File: src/rtl/controle_io.sv
// controle_io: IN/OUT handshake between the CPU, board switches, push-button and display
module controle_io #(
    parameter int DEB_CYCLES = 4
) (
    input  logic        clock,
    input  logic        reset,
    input  logic        io_in_req,
    input  logic        io_out_req,
    input  logic [15:0] Switches,
    input  logic        enter,
    input  logic [31:0] Data_output,
    output logic        halt_cpu,
    output logic [31:0] ES,
    output logic        in_valid,
    output logic [31:0] Saida,
    output logic        out_valid
);
    typedef enum logic [1:0] {IDLE, WAIT_PRESS, WAIT_RELEASE, DONE} state_t;

    localparam logic [15:0] CNT_LAST = 16'(DEB_CYCLES - 1);

    state_t      state_q, state_d;
    logic        sync1_q, sync_enter_q;
    logic        deb_q, deb_d;
    logic [15:0] cnt_q, cnt_d;
    logic        press_q, release_q;
    logic [31:0] es_q, es_d, saida_q, saida_d;
    logic        out_valid_d, out_valid_q;

    // debounce: count consecutive disagreeing cycles, flip the level on the last one
    always_comb begin
        deb_d = deb_q;
        cnt_d = '0;
        if (sync_enter_q != deb_q) begin
            if (cnt_q == CNT_LAST) deb_d = ~deb_q;
            else cnt_d = cnt_q + 16'd1;
        end
    end

    // synchronizer, debounce state and one-cycle press/release pulses
    always_ff @(posedge clock or negedge reset) begin
        if (!reset) begin
            sync1_q      <= 1'b0;
            sync_enter_q <= 1'b0;
            deb_q        <= 1'b0;
            cnt_q        <= '0;
            press_q      <= 1'b0;
            release_q    <= 1'b0;
        end else begin
            sync1_q      <= enter;
            sync_enter_q <= sync1_q;
            deb_q        <= deb_d;
            cnt_q        <= cnt_d;
            press_q      <= deb_d & ~deb_q;
            release_q    <= ~deb_d & deb_q;
        end
    end

    // IN sequencing, stall request and OUT capture (OUT is blocked while stalling)
    always_comb begin
        state_d  = state_q;
        es_d     = es_q;
        halt_cpu = 1'b0;
        in_valid = 1'b0;
        case (state_q)
            IDLE: begin
                halt_cpu = io_in_req;
                if (io_in_req) state_d = WAIT_PRESS;
            end
            WAIT_PRESS: begin
                halt_cpu = 1'b1;
                if (press_q) begin
                    state_d = WAIT_RELEASE;
                    es_d    = {16'b0, Switches};
                end
            end
            WAIT_RELEASE: begin
                halt_cpu = 1'b1;
                if (release_q) state_d = DONE;
            end
            DONE: begin
                in_valid = 1'b1;
                state_d  = IDLE;
            end
            default: state_d = IDLE;
        endcase
        out_valid_d = io_out_req & ~halt_cpu;
        saida_d     = out_valid_d ? Data_output : saida_q;
    end

    // FSM state and output registers
    always_ff @(posedge clock or negedge reset) begin
        if (!reset) begin
            state_q     <= IDLE;
            es_q        <= '0;
            saida_q     <= '0;
            out_valid_q <= 1'b0;
        end else begin
            state_q     <= state_d;
            es_q        <= es_d;
            saida_q     <= saida_d;
            out_valid_q <= out_valid_d;
        end
    end

    assign ES        = es_q;
    assign Saida     = saida_q;
    assign out_valid = out_valid_q;
endmodule

File: config.mk
export PLATFORM = sky130hd
export DESIGN_NAME = controle_io
export DESIGN_NICKNAME = d
export VERILOG_FILES = /design/src/rtl/controle_io.sv
export SDC_FILE = /design/constraint.sdc
export NUM_CORES = 1
export LEC_CHECK = 0
export CORE_AREA = 2 2 84 94
export DETAILED_ROUTE_END_ITERATION = 16
export DIE_AREA = 0 0 86 96
export GPL_ROUTABILITY_DRIVEN = 0
export PLACE_DENSITY = 0.8
export SYNTH_ARGS = -nofsm -noshare
export SYNTH_HDL_FRONTEND = slang
export SYNTH_SLANG_ARGS = --single-unit
File: constraint.sdc
create_clock -name clock -period 2.6 [get_ports clock]
set_clock_uncertainty 0.15 [all_clocks]
set_input_delay 0.39 -clock clock [delete_from_list [all_inputs] [get_ports clock]]
set_output_delay 0.39 -clock clock [all_outputs]
set_load 0.05 [all_outputs]
==> flow_summary_export.csv, run 1 <==
group,metric,value,unit
run_status,status,"finished clean",
run,drv_cap,0,
logic_synthesis,synth_ff_type,"dfrtp_1",
floorplanning,die_y,96,µm
worst_setup_path,worstSetupEndpointType,"output pin",
clock_network,clkTransAtPathRegs,0.07,ns
layout,n_antenna_cell,0,
global_routing,grt_pass1_vias,2092,
global_routing,grt_max_degree,73,
logic_synthesis,syn_avg_cell_area,13.08,µm²
floorplanning,die_width,86,µm
clock_network,cts.repair.resized,0,
floorplanning,fp.dieArea,0.008256,mm²
global_routing,grt_pass1_wl,9708,µm
timing,fin_setup_tns,0,ns
clock_network,clk_latency,0.33,ns
power,irDropWorstVdd,0.0006705,V
clock_network,cts_sinks,72,
global_routing,antenna_found_initial,0,
clock_network,clk_path_buf_depth,2,
logic_synthesis,async_reset_ff_frac,1.000,
timing,rsz0062_at_grt,"no",
clock_network,cts_setup_buffers,0,
clock_network,cts_tree,"yes",
place,place_area,0.004110,mm²
layout,fillerInstances,608,
timing,timing.final.crit_share,0.8909,
clock_network,root_buffer,"clkbuf_8",
logic_synthesis,synthTopCellsByCount,"dfrtp_1, mux2_2, nor2_1, buf_4, xnor2_1",
layout,area_delta_synth_final,43.49,%
layout,final_area,0.004355,mm²
drt,post_drt_wl_per_cell,14.09,µm
timing,setup_viol,0,
clock_network,cts_buffers,9,
drt,drtAntennaViolNets,0,
clock_network,htree_levels,3,
logic_synthesis,ys_warn_count,0,
drt,first_pass_iters,4,
logic_synthesis,synth_area_leaders,"dfrtp_1, mux2_2, buf_4",
layout,drive_above_1_share,0.2052,
min_path,min_path_type,"primary input to asynchronous set/reset pin",
clock_network,cts.hold.buffers_added,0,
place,dp_slack,0.5402,ns
timing,hold_violations,0,
power,p_total,6228,µW
timing,timing.final.ws_setup,0.2838,ns
drt,drc_errors,0,
worst_setup_path,crit_type,"flip-flop to output pin",
logic_synthesis,ys_ff_latch,72,
power,power_density,1430,mW/mm²
timing,fmax,0.4317,GHz
timing,relSlewSlack,0.4212,
floorplanning,placementRows,33,
global_routing,grt-ovfl-total,0,
drt,via_count,2076,
logic_synthesis,synth_seq_area_share,0.5936,
global_routing,track_usage,0.1530,
logic_synthesis,synth_edf_count,0,
place,portBuffers,103,
logic_synthesis,netlist_instances,232,
drt,wirelength,6099,µm
worst_setup_path,arrival,1.78,ns
layout,num-nets-final,399,
floorplanning,initial_core_util,0.4153,
layout,fin_util,0.5960,
power,p_leak,0.001830,µW
logic_synthesis,yosysTopAreaCell,"dfrtp_1",
drt,drtIter0Drc,107,
worst_setup_path,reg2reg_slack,0.61,ns
timing,tightest_slew,0.8682,ns
worst_setup_path,cp.required,2.06,ns
floorplanning,core,0.007308,mm²
floorplanning,io_pins,120,
timing,fin_crit,2.316,ns
worst_setup_path,cp_max_fo,3,
logic_synthesis,synth.most_common_cell,"dfrtp_1",
logic_synthesis,yosysTopAreaCellShare,0.5936,
logic_synthesis,ys_types,27,
timing,maxSlewViolCount,0,
drt,vias_per_cell,4.794,
worst_setup_path,cp-start-kind,"flip-flop",
logic_synthesis,synth_area,0.003035,mm²
place,post-dp-hpwl,4431,µm
-- critical path: stages, from the launching register on --
cell and delay (ns):
dfrtp_1 0.39, ha_1 0.22, clkdlybuf4s50_1 0.83
-- kinds of logic (layout without fill, tap and decap cells) --
kind of cell,Yosys count,after routing,share of synthesized area
compound gates,8,8,0.01566
xor+xnor,14,14,0.04040
fa+ha+maj,5,5,0.02061
buf+inv,31,130,0.05977
flops,72,72,0.5936
mux,49,49,0.1818
other cells,1,16,0.001235
simple gates,52,52,0.08698
-- layout make-up --
cell class	count	area (µm²)	share of cell area
clock buffer	11	141.4	0.03246
clock inverter	5	103.9	0.02384
inverter	9	33.78	0.007756
sequential	72	1802	0.4137
multi-input combinational	144	1112	0.2554
timing repair buffer	105	1054	0.2419
tap	87	108.9	0.02499
-- through the flow --
step | cells | hold slack (ns)
6_report | 433 | 0.01323
3_3_place_gp | 417 | 0.1895
5_1_grt | 433 | 0.07829
2_1_floorplan | 247 | -0.05559
3_5_place_dp | 417 | 0.1951
4_1_cts | 433 | 0.04373
-- state kept, by name (all words and copies together), names as in the netlist --
register / cells
state_q: 2
release_q: 1
out_valid: 1
sync_enter_q: 1
Saida: 32
cnt_q: 16
press_q: 1
sync1_q: 1
ES: 16
deb_q: 1
-- routing by layer --
layer,vias to the layer above,track usage,part of all wire
li1,981,-,-
met1,1004,0.1783,0.40
met2,89,0.2558,0.50
met3,2,0.06003,0.087
met4,0,0.05688,0.0044
met5,-,0,0
-- path summary, 6_finish.rpt --
kind	from	end	cells after the start
max	state_q[0]	in_valid	2
min	reset	Saida[19]	1
max reg2reg	cnt_q[1]	cnt_q[3]	5
min reg2reg	sync1_q	sync_enter_q	0
max in group asynchronous	reset	cnt_q[6]	1
min in group clock	sync1_q	sync_enter_q	0
-- where the power goes --
part | leakage [µW] | switching, µW | internal, µW | total (µW)
Clock | 0.000124 | 405 | 664 | 1070
Sequential | 0.000884 | 228 | 1560 | 1790
Combinational | 0.000822 | 2110 | 1260 | 3370
Total | 0.00183 | 2740 | 3480 | 6230
-- cells in the final DEF, fill, tap and decap left out, drive strengths merged --
cell type,n
ha,5
mux2,49
nand4,5
clkinv,2
inv,9
o31ai,1
nand2,7
clkbuf,11
nor3b,2
buf,4
nor3,6
nor4,4
a21oi,2
a222oi,1
nor4b,1
nor2,18
xor2,3
or3,1
nand3,6
o21ai,4
clkdlybuf4s50,101
or4,1
and3,1
dfrtp,72
conb,16
xnor2,11
bufinv,3
(Power assumes the default switching activity.)
==> run 2, diff against run 1 <==
--- a/config.mk
+++ b/config.mk
@@ -10,6 +10,8 @@
 export DIE_AREA = 0 0 86 96
 export GPL_ROUTABILITY_DRIVEN = 0
 export PLACE_DENSITY = 0.8
+export REMOVE_ABC_BUFFERS = 1
+export SKIP_CTS_REPAIR_TIMING = 1
 export SYNTH_ARGS = -nofsm -noshare
 export SYNTH_HDL_FRONTEND = slang
 export SYNTH_SLANG_ARGS = --single-unit
==> run 2 against run 1 <==
Largest cell class unchanged. Maximum frequency is 0.44% lower. Die area unchanged. The flow now finishes with violations (hold timing). Global-route usage grew 0.34 points. Via count shrank 1.1%. Largest power group unchanged. Highest routed layer unchanged. Non-clock buffer count increased by 1. Combinational power is essentially flat. Hold slack got worse by 0.045 ns. Critical path depth is the same. Clock power increased by 7%. Cell area up 0.60%.
==> flow_summary_export.csv, run 2 (same netlist as run 1, synthesis figures left out) <==
group,metric,value,unit
timing,relSlewSlack,0.4918,
layout,final_area,0.004382,mm²
layout,largest_register_ffs,32,
worst_setup_path,crit_cells,2,
timing,timing.final.ws_setup,0.2735,ns
global_routing,antenna_found_initial,0,
place,portBuffers,103,
floorplanning,fp.dieArea,0.008256,mm²
power,p_total,6322,µW
place,place_area,0.004115,mm²
clock_network,clk_latency,0.34,ns
worst_setup_path,cp.required,2.06,ns
clock_network,root_buffer,"clkbuf_8",
timing,fin_crit,2.327,ns
timing,timing.final.crit_share,0.8948,
clock_network,cts_tree,"yes",
layout,area_delta_synth_final,44.35,%
timing,hold_violations,32,
worst_setup_path,crit_type,"flip-flop to output pin",
timing,tightest_slew,0.7623,ns
global_routing,grt_pass1_wl,9915,µm
power,p_leak,0.001843,µW
drt,drtAntennaViolNets,0,
timing,rsz0062_at_grt,"no",
layout,multi_input_area,0.001112,mm²
floorplanning,initial_core_util,0.4153,
drt,first_pass_iters,4,
drt,via_count,2053,
power,irDropWorstVdd,0.0009068,V
floorplanning,core,0.007308,mm²
global_routing,grt_max_degree,35,
worst_setup_path,regToRegStartpoint,"cnt_q[0]",
layout,num-nets-final,400,
worst_setup_path,cp_max_fo,3,
layout,final_cell_mix,"clkdlybuf4s50_1, dfrtp_1, mux2_2, nor2_1, conb_1",
drt,vias_per_cell,4.741,
floorplanning,die_width,86,µm
worst_setup_path,arrival,1.79,ns
worst_setup_path,path_cells,"ha_1 > clkdlybuf4s50_1",
clock_network,cts_sinks,72,
drt,wirelength,6137,µm
worst_setup_path,cpLargestDelayFamily,"buffers and inverters",
timing,fmax,0.4298,GHz
drt,post_drt_wl_per_cell,14.17,µm
worst_setup_path,max_stage_delay,0.83,ns
run_status,status,"finished, violations left",
place,dp_slack,0.5769,ns
worst_setup_path,timing.rr.end,"cnt_q[3]",
layout,fin_util,0.5996,
run,drv_cap,0,
place,post-dp-hpwl,4474,µm
layout,n_antenna_cell,0,
global_routing,grt_pass1_vias,2098,
clock_network,clk_path_buf_depth,2,
worst_setup_path,reg2reg_slack,0.56,ns
worst_setup_path,worst-path-buf-inv,1,
drt,drtIter0Drc,88,
power,swShare,0.4338,
timing,setup_viol,0,
floorplanning,placementRows,33,
min_path,min_path_type,"primary input to asynchronous set/reset pin",
layout,fillerInstances,589,
layout,seq_area,0.001802,mm²
drt,drc_errors,0,
layout,drive_above_1_share,0.2081,
global_routing,grt-ovfl-total,0,
worst_setup_path,crit_path_top_delay_cell,"clkdlybuf4s50_1",
power,internal-power,3579,µW
clock_network,cts_buffers,9,
power,combPwrFrac,0.532,
power,power_density,1443,mW/mm²
floorplanning,io_pins,120,
floorplanning,die_y,96,µm
timing,timing.hold.ws,-0.03155,ns
worst_setup_path,ff2ff_path_depth,5,
timing,maxSlewViolCount,0,
power,p_seq_frac,0.286,
worst_setup_path,worstSetupEndpointType,"output pin",
worst_setup_path,cp-start-kind,"flip-flop",
power,switchingPower,2742,µW
global_routing,track_usage,0.1564,
power,clkPwrFrac,0.182,
run_status,violations,"hold timing",
clock_network,htree_levels,3,
layout,layout_commonest_cell,"clkdlybuf4s50_1",
clock_network,clkTransAtPathRegs,0.07,ns
==> run 2: how the worst max path moves through the flow <==
stage / endpoint / startpoint
finish: in_valid / state_q[0]
global placement: Saida[7] / io_in_req
floorplan: Saida[0] / state_q[0]
CTS: in_valid / state_q[0]
detailed placement: cnt_q[14] / cnt_q[0]
global route: in_valid / state_q[0]
==> run 2: metrics by stage <==
stage          setup TNS, ns  cells
2_1_floorplan         -14.88    225
3_3_place_gp               0    418
3_5_place_dp               0    418
4_1_cts                    0    433
5_1_grt                    0    433
6_report                   0    433
==> run 2: cell type report <==
type,instances,area share
multi-input cells,144,0.2539
flip-flops and latches,72,0.4112
inverters,9,0.007710
repair buffers,106,0.2416
clock inverters,5,0.02941
clock buffers,10,0.03141
well taps,87,0.02484
==> run 2: worst reg2reg max path, delay by kind of cell (launching register included) <==
family / cells / cell delay [ns]
adders and majority gates: 1 / 0.26
and+or+nand+nor: 4 / 1.07
DFF: 1 / 0.42
==> run 2: power by group through the flow <==
stage | Clock (µW) | Combinational, µW | Sequential (µW)
after global placement | 0 | 3330 | 1810
after detailed placement | 0 | 3390 | 1820
after global routing | 1220 | 3520 | 1860
after floorplan | 0 | 882 | 3170
after CTS | 1180 | 3400 | 1810
final | 1150 | 3370 | 1810
==> run 2: layer usage <==
layer  track usage  wire length [µm]
met5             0                 0
met4       0.06481                55
met3       0.04889               367
met2        0.2700              3262
met1        0.1802              2452
